==> src/rtl/vote_tally_if.sv <==
// -----------------------------------------------------------------------------
// vote_tally_if
// Ballot handshake bundle between a ballot source and the vote_tally block.
//   vote_valid  : source -> tally, ballot present
//   vote_ready  : tally -> source, ballot accepted this cycle when valid
//   vote_id     : source -> tally, voter ID
//   vote_sel    : source -> tally, one-hot candidate choice
//   vote_reject : tally -> source, pulse one cycle after a discarded ballot
// Modports: master = ballot source, slave = vote_tally.
// -----------------------------------------------------------------------------
interface vote_tally_if #(
  parameter int NUM_CAND = 3,
  parameter int VID_W    = 3
);
  logic                vote_valid;
  logic                vote_ready;
  logic                vote_reject;
  logic [VID_W-1:0]    vote_id;
  logic [NUM_CAND-1:0] vote_sel;

  modport master (
    output vote_valid, vote_id, vote_sel,
    input  vote_ready, vote_reject
  );

  modport slave (
    input  vote_valid, vote_id, vote_sel,
    output vote_ready, vote_reject
  );
endinterface

==> src/rtl/vote_tally.sv <==
// -----------------------------------------------------------------------------
// vote_tally
// Serial ballot collector and decider. Ballots arrive over vote_bus, are
// checked (one-hot choice, legal voter ID, not already voted), tallied per
// candidate, and after all voters have voted or close is seen, the winner,
// tie and no-majority flags are computed and held until the next election.
// Ports:
//   clk, rst_n     : clock, synchronous active-low reset
//   start          : open a new election (IDLE/DONE only)
//   majority_mode  : 1 = strict majority, 0 = plurality; latched on start
//   close          : end collection early
//   vote_bus       : ballot handshake (slave side)
//   busy           : election collecting or deciding
//   vote_count     : accepted ballots in current election
//   result_valid   : winner/tie/no_majority are valid
//   winner         : one-hot winner, zero if none
//   tie            : several candidates share the nonzero maximum
//   no_majority    : majority mode and the unique leader lacks a majority
// All outputs are registered.
// -----------------------------------------------------------------------------
module vote_tally #(
  parameter int NUM_CAND   = 3,
  parameter int NUM_VOTERS = 5,
  parameter int VID_W      = 3
) (
  input  logic                              clk,
  input  logic                              rst_n,
  input  logic                              start,
  input  logic                              majority_mode,
  input  logic                              close,
  vote_tally_if.slave                       vote_bus,
  output logic                              busy,
  output logic [$clog2(NUM_VOTERS+1)-1:0]   vote_count,
  output logic                              result_valid,
  output logic [NUM_CAND-1:0]               winner,
  output logic                              tie,
  output logic                              no_majority
);

  localparam int CNT_W  = $clog2(NUM_VOTERS + 1);
  localparam int HOLD_W = $clog2(NUM_CAND + 1);
  localparam int MASK_W = 2 ** VID_W;

  localparam logic [CNT_W-1:0] NV_CNT = CNT_W'(NUM_VOTERS);
  localparam logic [CNT_W:0]   NV_X2  = (CNT_W+1)'(NUM_VOTERS);
  localparam logic [VID_W:0]   NV_ID  = (VID_W+1)'(NUM_VOTERS);

  typedef enum logic [1:0] {
    S_IDLE    = 2'd0,
    S_COLLECT = 2'd1,
    S_DECIDE  = 2'd2,
    S_DONE    = 2'd3
  } state_t;

  state_t                         state_q,  state_d;
  logic [NUM_CAND-1:0][CNT_W-1:0] tally_q,  tally_d;
  // Mask spans every encodable ID so out-of-range IDs index safely.
  logic [MASK_W-1:0]              mask_q,   mask_d;
  logic [CNT_W-1:0]               count_q,  count_d;
  logic                           mode_q,   mode_d;
  logic                           reject_q, reject_d;
  logic [NUM_CAND-1:0]            winner_q, winner_d;
  logic                           tie_q,    tie_d;
  logic                           nomaj_q,  nomaj_d;
  logic                           rvalid_q, rvalid_d;
  logic                           ready_q;
  logic                           busy_q;

  logic                           handshake_s;
  logic                           legal_s;
  logic [CNT_W-1:0]               max_s;
  logic [NUM_CAND-1:0]            leader_s;
  logic [HOLD_W-1:0]              nhold_s;
  logic [CNT_W:0]                 twice_max_s;

  // Exactly one bit set.
  function automatic logic is_onehot(input logic [NUM_CAND-1:0] v);
    return (v != {NUM_CAND{1'b0}}) &&
           ((v & (v - {{(NUM_CAND-1){1'b0}}, 1'b1})) == {NUM_CAND{1'b0}});
  endfunction

  assign handshake_s = vote_bus.vote_valid & ready_q;
  assign legal_s     = is_onehot(vote_bus.vote_sel) &&
                       ({1'b0, vote_bus.vote_id} < NV_ID) &&
                       !mask_q[vote_bus.vote_id];

  // Maximum tally, which candidates hold it, and how many do.
  always_comb begin
    max_s    = {CNT_W{1'b0}};
    leader_s = {NUM_CAND{1'b0}};
    nhold_s  = {HOLD_W{1'b0}};
    for (int c = 0; c < NUM_CAND; c++) begin
      if (tally_q[c] > max_s) begin
        max_s = tally_q[c];
      end else begin
        max_s = max_s;
      end
    end
    for (int c = 0; c < NUM_CAND; c++) begin
      leader_s[c] = (tally_q[c] == max_s);
      nhold_s     = nhold_s + HOLD_W'(leader_s[c]);
    end
    twice_max_s = {max_s, 1'b0};
  end

  // Next-state and next-register logic for the election FSM.
  always_comb begin
    state_d  = state_q;
    tally_d  = tally_q;
    mask_d   = mask_q;
    count_d  = count_q;
    mode_d   = mode_q;
    reject_d = 1'b0;
    winner_d = winner_q;
    tie_d    = tie_q;
    nomaj_d  = nomaj_q;
    rvalid_d = rvalid_q;

    case (state_q)
      S_IDLE, S_DONE: begin
        if (start) begin
          state_d  = S_COLLECT;
          tally_d  = {(NUM_CAND*CNT_W){1'b0}};
          mask_d   = {MASK_W{1'b0}};
          count_d  = {CNT_W{1'b0}};
          mode_d   = majority_mode;
          winner_d = {NUM_CAND{1'b0}};
          tie_d    = 1'b0;
          nomaj_d  = 1'b0;
          rvalid_d = 1'b0;
        end else begin
          state_d  = state_q;
        end
      end

      S_COLLECT: begin
        if (handshake_s) begin
          if (legal_s) begin
            for (int c = 0; c < NUM_CAND; c++) begin
              if (vote_bus.vote_sel[c]) begin
                tally_d[c] = tally_q[c] + {{(CNT_W-1){1'b0}}, 1'b1};
              end else begin
                tally_d[c] = tally_q[c];
              end
            end
            mask_d[vote_bus.vote_id] = 1'b1;
            count_d = count_q + {{(CNT_W-1){1'b0}}, 1'b1};
          end else begin
            reject_d = 1'b1;
          end
        end else begin
          reject_d = 1'b0;
        end
        // The ballot accepted this cycle counts toward completion.
        if ((count_d == NV_CNT) || close) begin
          state_d = S_DECIDE;
        end else begin
          state_d = S_COLLECT;
        end
      end

      S_DECIDE: begin
        state_d  = S_DONE;
        rvalid_d = 1'b1;
        if (max_s == {CNT_W{1'b0}}) begin
          winner_d = {NUM_CAND{1'b0}};
          tie_d    = 1'b0;
          nomaj_d  = mode_q;
        end else if (nhold_s > {{(HOLD_W-1){1'b0}}, 1'b1}) begin
          winner_d = {NUM_CAND{1'b0}};
          tie_d    = 1'b1;
          nomaj_d  = 1'b0;
        end else if (mode_q && (twice_max_s <= NV_X2)) begin
          winner_d = {NUM_CAND{1'b0}};
          tie_d    = 1'b0;
          nomaj_d  = 1'b1;
        end else begin
          winner_d = leader_s;
          tie_d    = 1'b0;
          nomaj_d  = 1'b0;
        end
      end

      default: begin
        state_d = S_IDLE;
      end
    endcase
  end

  // State and output registers; ready/busy decoded from the next state so
  // they line up with the state they describe.
  always_ff @(posedge clk) begin
    if (!rst_n) begin
      state_q  <= S_IDLE;
      tally_q  <= {(NUM_CAND*CNT_W){1'b0}};
      mask_q   <= {MASK_W{1'b0}};
      count_q  <= {CNT_W{1'b0}};
      mode_q   <= 1'b0;
      reject_q <= 1'b0;
      winner_q <= {NUM_CAND{1'b0}};
      tie_q    <= 1'b0;
      nomaj_q  <= 1'b0;
      rvalid_q <= 1'b0;
      ready_q  <= 1'b0;
      busy_q   <= 1'b0;
    end else begin
      state_q  <= state_d;
      tally_q  <= tally_d;
      mask_q   <= mask_d;
      count_q  <= count_d;
      mode_q   <= mode_d;
      reject_q <= reject_d;
      winner_q <= winner_d;
      tie_q    <= tie_d;
      nomaj_q  <= nomaj_d;
      rvalid_q <= rvalid_d;
      ready_q  <= (state_d == S_COLLECT);
      busy_q   <= (state_d == S_COLLECT) || (state_d == S_DECIDE);
    end
  end

  assign vote_bus.vote_ready  = ready_q;
  assign vote_bus.vote_reject = reject_q;
  assign busy                 = busy_q;
  assign vote_count           = count_q;
  assign result_valid         = rvalid_q;
  assign winner               = winner_q;
  assign tie                  = tie_q;
  assign no_majority          = nomaj_q;

endmodule

==> src/flat_wrapper.sv <==
// flat-port wrapper written by rule: the top's interface ports become plain ports
module vote_tally_flat 
#(
  parameter int NUM_CAND   = 3,
  parameter int NUM_VOTERS = 5,
  parameter int VID_W      = 3
)
  (clk, rst_n, start, majority_mode, close, busy, vote_count, result_valid, winner, tie, no_majority, vote_bus_vote_valid, vote_bus_vote_id, vote_bus_vote_sel, vote_bus_vote_ready, vote_bus_vote_reject);
  vote_tally_if #(.NUM_CAND(NUM_CAND), .VID_W(VID_W)) vote_bus_i ();
  input  logic clk;
  input  logic rst_n;
  input  logic start;
  input  logic majority_mode;
  input  logic close;
  output logic busy;
  output logic [$clog2(NUM_VOTERS+1)-1:0] vote_count;
  output logic result_valid;
  output logic [NUM_CAND-1:0] winner;
  output logic tie;
  output logic no_majority;
  input wire logic [$bits(vote_bus_i.vote_valid)-1:0] vote_bus_vote_valid;
  input wire logic [$bits(vote_bus_i.vote_id)-1:0] vote_bus_vote_id;
  input wire logic [$bits(vote_bus_i.vote_sel)-1:0] vote_bus_vote_sel;
  output wire logic [$bits(vote_bus_i.vote_ready)-1:0] vote_bus_vote_ready;
  output wire logic [$bits(vote_bus_i.vote_reject)-1:0] vote_bus_vote_reject;
  assign vote_bus_i.vote_valid = vote_bus_vote_valid;
  assign vote_bus_i.vote_id = vote_bus_vote_id;
  assign vote_bus_i.vote_sel = vote_bus_vote_sel;
  assign vote_bus_vote_ready = vote_bus_i.vote_ready;
  assign vote_bus_vote_reject = vote_bus_i.vote_reject;
  vote_tally #(.NUM_CAND(NUM_CAND), .NUM_VOTERS(NUM_VOTERS), .VID_W(VID_W)) u_core (.clk(clk), .rst_n(rst_n), .start(start), .majority_mode(majority_mode), .close(close), .vote_bus(vote_bus_i), .busy(busy), .vote_count(vote_count), .result_valid(result_valid), .winner(winner), .tie(tie), .no_majority(no_majority));
endmodule
==> config.mk <==
export PLATFORM = sky130hd
export DESIGN_NAME = vote_tally_flat
export DESIGN_NICKNAME = d
export VERILOG_FILES = /design/src/rtl/vote_tally_if.sv /design/src/rtl/vote_tally.sv /design/src/flat_wrapper.sv
export SDC_FILE = /design/constraint.sdc
export NUM_CORES = 1
export LEC_CHECK = 0
export CAP_MARGIN = 20
export CORE_MARGIN = 2
export CORE_UTILIZATION = 28
export DETAILED_ROUTE_END_ITERATION = 7
export PLACE_DENSITY = 0.53
export SLEW_MARGIN = 25
export SYNTH_ARGS = -nofsm -noshare
export SYNTH_HDL_FRONTEND = slang
export SYNTH_SLANG_ARGS = --single-unit
==> constraint.sdc <==
create_clock -name clk -period 6.9 [get_ports clk]
set_input_delay 1.38 -clock clk [delete_from_list [all_inputs] [get_ports clk]]
set_output_delay 1.38 -clock clk [all_outputs]
set_load 0.03 [all_outputs]
# Yosys cells after proc, flatten, opt, wreduce, memory -nomap -nowiden

Index checks and enable logic that the tools add are counted.

Flip-flop bits (word level): 32
Output and inout bits: 12
Bits of input ports: 12

Equality and inequality tests: 15
$add $sub $neg: 7
Reduce and logical (&&, ||, !) cells: 23
Multiplexer cells: 40
Order comparisons: 8
Bitwise gates (word level): 3

Operators by type and width:

| cell                | count |
|---|---|
| $mux 3              | 13 |
| $mux 9              | 3 |
| $mux 8              | 3 |
| $pmux 9 s2          | 1 |
| $pmux 8 s2          | 1 |
| $reduce_and 5->1    | 3 |
| $add 3x1->3 const B | 4 |
| $pmux 3 s2          | 2 |
| $eq 3x3->1          | 3 |
| $mux 1              | 9 |
| $ne 2x2->1 const B  | 4 |
| $or 8x8->8          | 1 |
| $eq 2x2->1 const B  | 3 |
| $gt 3x3->1          | 2 |
| $logic_not 3->1     | 2 |
| $pmux 1 s2          | 3 |
| $pmux 2 s3          | 1 |
| $reduce_and 2->1    | 3 |
| $logic_and 1x1->1   | 5 |
| $eq 2x1->1 const B  | 2 |
| $le 4x3->1 const B  | 1 |
| $lt 3x4->1 const B  | 1 |
| $mux 2              | 2 |
| $ne 2x1->1 const B  | 2 |
| other kinds (20)    | 22 |

# Logic depth before layout (Yosys ltp)

Depth after elaboration: 15
Gate-level depth with buffers: 23
Depth with buffers taken out: 23

# Least setup slack after synthesis

OpenSTA, ideal clock, no wires.

Kind: register to register
From: register u_core.tally_q[0] (netlist bit)
To: register u_core.nomaj_q, in the netlist u_core.no_majority
Path slack: 2.656 ns
Clock period less this slack: 4.244 ns
Data arrival time: 4.129 ns
Data required time: 6.785 ns
Cell stages (with the launch flop): 23
Cells stage by stage: dfxtp_1 inv_1 ha_1 nand2b_1 nand2_1 inv_1 ha_1 nand2b_1 a21oi_2 mux2i_1 ha_1 a21o_1 o21ai_4 o31ai_2 o21a_1 a22oi_1 nor3_2 ha_1 inv_1 o41ai_2 maj3_2 o21ai_1 and2_1

Cells in the longest elaborated chain, start to end: 13
Elaborated cells on any way between the ends: 19

Ends and longest elaborated chain:

| item                     | line              | text |
|---|---|---|
| start: declaration       | vote_tally.sv:56  | `logic [NUM_CAND-1:0][CNT_W-1:0] tally_q, tally_d;` |
| start signal: assignment | vote_tally.sv:195 | `tally_q <= {(NUM_CAND*CNT_W){1'b0}};` |
| start signal: assignment | vote_tally.sv:208 | `tally_q <= tally_d;` |
| $gt 3x1->1               | vote_tally.sv:93  | `if (tally_q[c] > max_s) begin` |
| $mux 3                   | vote_tally.sv:93  |  |
| $gt 3x3->1               | vote_tally.sv:93  |  |
| $mux 3                   | vote_tally.sv:93  |  |
| $gt 3x3->1               | vote_tally.sv:93  |  |
| $mux 3                   | vote_tally.sv:93  |  |
| $eq 3x3->1               | vote_tally.sv:100 | `leader_s[c] = (tally_q[c] == max_s);` |
| $add 1x1->2              | vote_tally.sv:101 | `nhold_s = nhold_s + HOLD_W'(leader_s[c]);` |
| $add 2x1->2              | vote_tally.sv:101 |  |
| $gt 2x1->1               | vote_tally.sv:169 | `end else if (nhold_s > {{(HOLD_W-1){1'b0}}, 1'b1}) begin` |
| $mux 1                   | vote_tally.sv:169 |  |
| $mux 1 *                 | vote_tally.sv:165 | `if (max_s == {CNT_W{1'b0}}) begin` |
| $pmux 1 s2 *             | vote_tally.sv:119 | `case (state_q)` |
| end signal: assignment   | vote_tally.sv:215 | `nomaj_q <= nomaj_d;` |
| end: declaration         | vote_tally.sv:64  | `logic nomaj_q, nomaj_d;` |

Mark *: on every way between the ends. The rest lies on a longest branch, timed or not.
A chain may end at the register's enable or synchronous reset.

# Worst setup path after layout

From: register u_core.tally_q[1] (netlist bit)
To: register u_core.nomaj_q, in the netlist u_core.no_majority

The elaborated chain is that of the path after synthesis.

==> impl_metrics.ini <==
[outcome]
status = finished, final reports clean

[detailed_routing]
via_per_inst = 4.90
drt-initial-drc-count = 75
first_pass_iters = 4
num_vias = 1809
wl_um = 4770
drc_errors = 0
wire_per_inst_um = 12.9
detail-route-antenna-nets = 0

[cts]
clock-sinks = 29
clk_latency_ns = 0.27
cts_setup_buffers = 0
cts_tree = done
clk_path_buf_depth = 2
root_buffer = clkbuf_8
path_clk_slew_ns = 0.07
cts_buffers = 5
ctsResizeCount = 0
hold_buffers = 0
cts_max_level = 2

[sta]
maxSlewViolCount = 0
tns_ns = 0
finalHoldWorstSlack_ns = 0.458
post-route-min-period_ns = 4.68
hold_viol = 0
finalCritPeriodShare_pct = 67.9
worst_pin_slew_ns = 0.755
max_freq_ghz = 0.214
rsz0062_at_grt = false
setup_viol = 0
fin_skew_ns = 0.00480
slew_headroom_pct = 49.1

[layout]
drive_gt1_share_pct = 13.3
syn_to_final_growth_pct = 20.1
n_fill_cell = 760
num-nets-final = 296
n_antenna_cell = 0

[logic_synthesis]
synth-edff-count = 0
synth_compound_area_share_pct = 29.2
yosys_most_used_dff = dfxtp_1
synth-xor-area-share_pct = 4.61
ys_async_sr_fraction_pct = 0
muxShareOfSynthArea_pct = 3.17
synth_area_per_cell_sq_um = 8.56
ys_seq_elements = 29
synth_warnings = 0
synth_fa_ha_area_share_pct = 10.1
synth_top_family_by_area = compound AO/OA/AOI/OAI gates
netlist_area_sq_um = 2090
syn_nets = 271
synth-simple-area-share_pct = 21.4
synthCells = 244
seq_area_frac_synth_pct = 27.8
synth_cell_types = 59

[power]
p_leak_nw = 0.958
ir_worst_vdd_v = 0.000102
cellPowerDensity_nw_per_um2 = 174

[setup_path]
rr_worst_depth = 22
cp_common_cell = ha_1
criticalPathCategory = flip-flop to flip-flop
crit_family = compound AO/OA/AOI/OAI gates
critical_path_cell_count = 22
cp.required_ns = 7.07
critPathLaunchType = flip-flop
cp_max_fo = 10
slowest_stage = o41ai_2
end_kind = flip-flop
critPathBufInv = 3
path_cells = inv_1, ha_1, nand2b_1, nand2_1, inv_1, ha_1, nand2b_1, a21oi_2, mux2i_1, ha_1, a21o_1, o21ai_4, o31ai_2, o21a_1, a22oi_1, nor3_2, ha_1, inv_1, o41ai_2, maj3_2, o21ai_1, and2_1
cpPeakStageDelay_ns = 0.40
cp.arrival_ns = 4.85

[die]
core_area_sq_um = 7250
io_pins = 24
start_util_pct = 28.8
rows = 31
die_y_um = 90.4
die_x_um = 90.4
die_area_sq_um = 8170

[job]
drv_cap = 0

[grt]
gr-total-overflow = 0
grt_max_degree = 20
grt_pass1_wl_um = 8310
grt_pass1_vias = 1822
grt_use_total_pct = 12.2
grt_antenna_before_repair = 0

[place]
io_buffers = 23
gp_congestion = 0.886
place_hpwl_um = 3750

[min_path]
holdPathStages = 2
holdCritPathClass = flip-flop to flip-flop
-- metal layers --
metal	track usage (%)	wire length (um)	vias up
li1	-	-	935
met1	15.7	2330	832
met2	21.0	2240	36
met3	2.34	135	6
met4	2.69	64	0
met5	0	0	-
-- state kept, by name, summed over array words and instances, names as in the netlist --
name	cells
u_core.tally_q	9
u_core.mask_q	5
u_core.vote_count	3
u_core.winner	3
u_core.state_q	2
u_core.busy	1
u_core.mode_q	1
u_core.no_majority	1
u_core.result_valid	1
u_core.tie	1
u_core.vote_bus.vote_ready	1
u_core.vote_bus.vote_reject	1
-- Yosys cell counts, types with 4 or more instances --
| library cell | count | area, sq um |
|---|---|---|
| nor2_1 | 21 | 78.8 |
| o21ai_1 | 5 | 25.0 |
| clkbuf_1 | 4 | 15.0 |
| a21boi_0 | 4 | 30.0 |
| inv_1 | 14 | 52.6 |
| mux2i_1 | 4 | 40.0 |
| nand2b_1 | 5 | 31.3 |
| nand2_1 | 18 | 67.6 |
| a21oi_1 | 18 | 90.1 |
| dfxtp_1 | 29 | 581 |
| nand3_1 | 10 | 50.1 |
| o21a_1 | 4 | 30.0 |
| o21ai_0 | 6 | 30.0 |
| nor2b_1 | 10 | 62.6 |
| ha_1 | 15 | 188 |
| xnor2_1 | 10 | 87.6 |
| and2_1 | 8 | 50.1 |
-- worst min-delay path, delay by kind of cell, from the launching register on --
family,cells,cell delay (ns)
AND/OR/NAND/NOR,1,0.05
AO/OA/AOI/OAI,1,0.05
flip-flops,1,0.31
-- cells by family after synthesis --
family,Yosys count
flip-flops,29
AND/OR/NAND/NOR,86
buffers and inverters,20
XOR/XNOR,11
multiplexers,6
AO/OA/AOI/OAI,75
adder cells (fa/ha/maj),17
-- placed cells by master (no fill, tap or decap), types with 2 or more instances in the layout --
master	instances
dfxtp_1	29
clkdlybuf4s50_1	23
nor2_1	21
nand2_1	18
a21oi_1	18
ha_1	15
inv_1	14
xnor2_1	10
nor2b_1	10
nand3_1	10
and2_1	8
o21ai_0	6
nand2b_1	5
o21ai_1	5
clkbuf_8	5
o21a_1	4
mux2i_1	4
a21boi_0	4
a21oi_2	3
a21o_1	3
a22oi_1	3
o211ai_1	3
nand4_1	3
nor3_1	2
nor2_2	2
o211ai_2	2
a32oi_2	2
a31oi_1	2
maj3_2	2
a32oi_1	2
clkinv_2	2
-- power breakdown --
| group | switching, mW | internal [mW] |
|---|---|---|
| combinational | 0.0709 | 0.0499 |
| clock | 0.0664 | 0.0694 |
| sequential | 0.00603 | 0.174 |
-- per-stage QoR --
stage / cells / worst slack, ns / power (mW) / area [sq um] / utilization [%]
5_1_grt: 369 / 1.86 / 0.464 / 2510 / 34.6
6_report: 369 / 2.22 / 0.436 / 2510 / 34.6
3_5_place_dp: 361 / 2.25 / 0.304 / 2420 / 33.4
4_1_cts: 369 / 2.22 / 0.442 / 2510 / 34.6
2_1_floorplan: 244 / 2.66 / 0.273 / 2090 / -
3_3_place_gp: 361 / 2.31 / 0.304 / 2420 / 33.4
-- path summary, 6_finish.rpt --
kind | slack [ns] | from | to
max | 2.22 | u_core.tally_q[1] | u_core.no_majority
min | 0.46 | u_core.winner[1] | u_core.winner[1]
max reg2reg | 2.22 | u_core.tally_q[1] | u_core.no_majority
min reg2reg | 0.46 | u_core.winner[1] | u_core.winner[1]
-- layout make-up --
cell class | instances | area, sq um | area share [%]
flip-flops and latches | 29 | 581 | 23.1
clock inverters | 3 | 17.5 | 0.698
inverters | 14 | 52.6 | 2.09
multi-input cells | 195 | 1430 | 56.9
clock buffers | 5 | 68.8 | 2.74
well taps | 99 | 124 | 4.94
repair buffers | 24 | 238 | 9.47
Note: power is estimated with default switching activity, not from simulation.
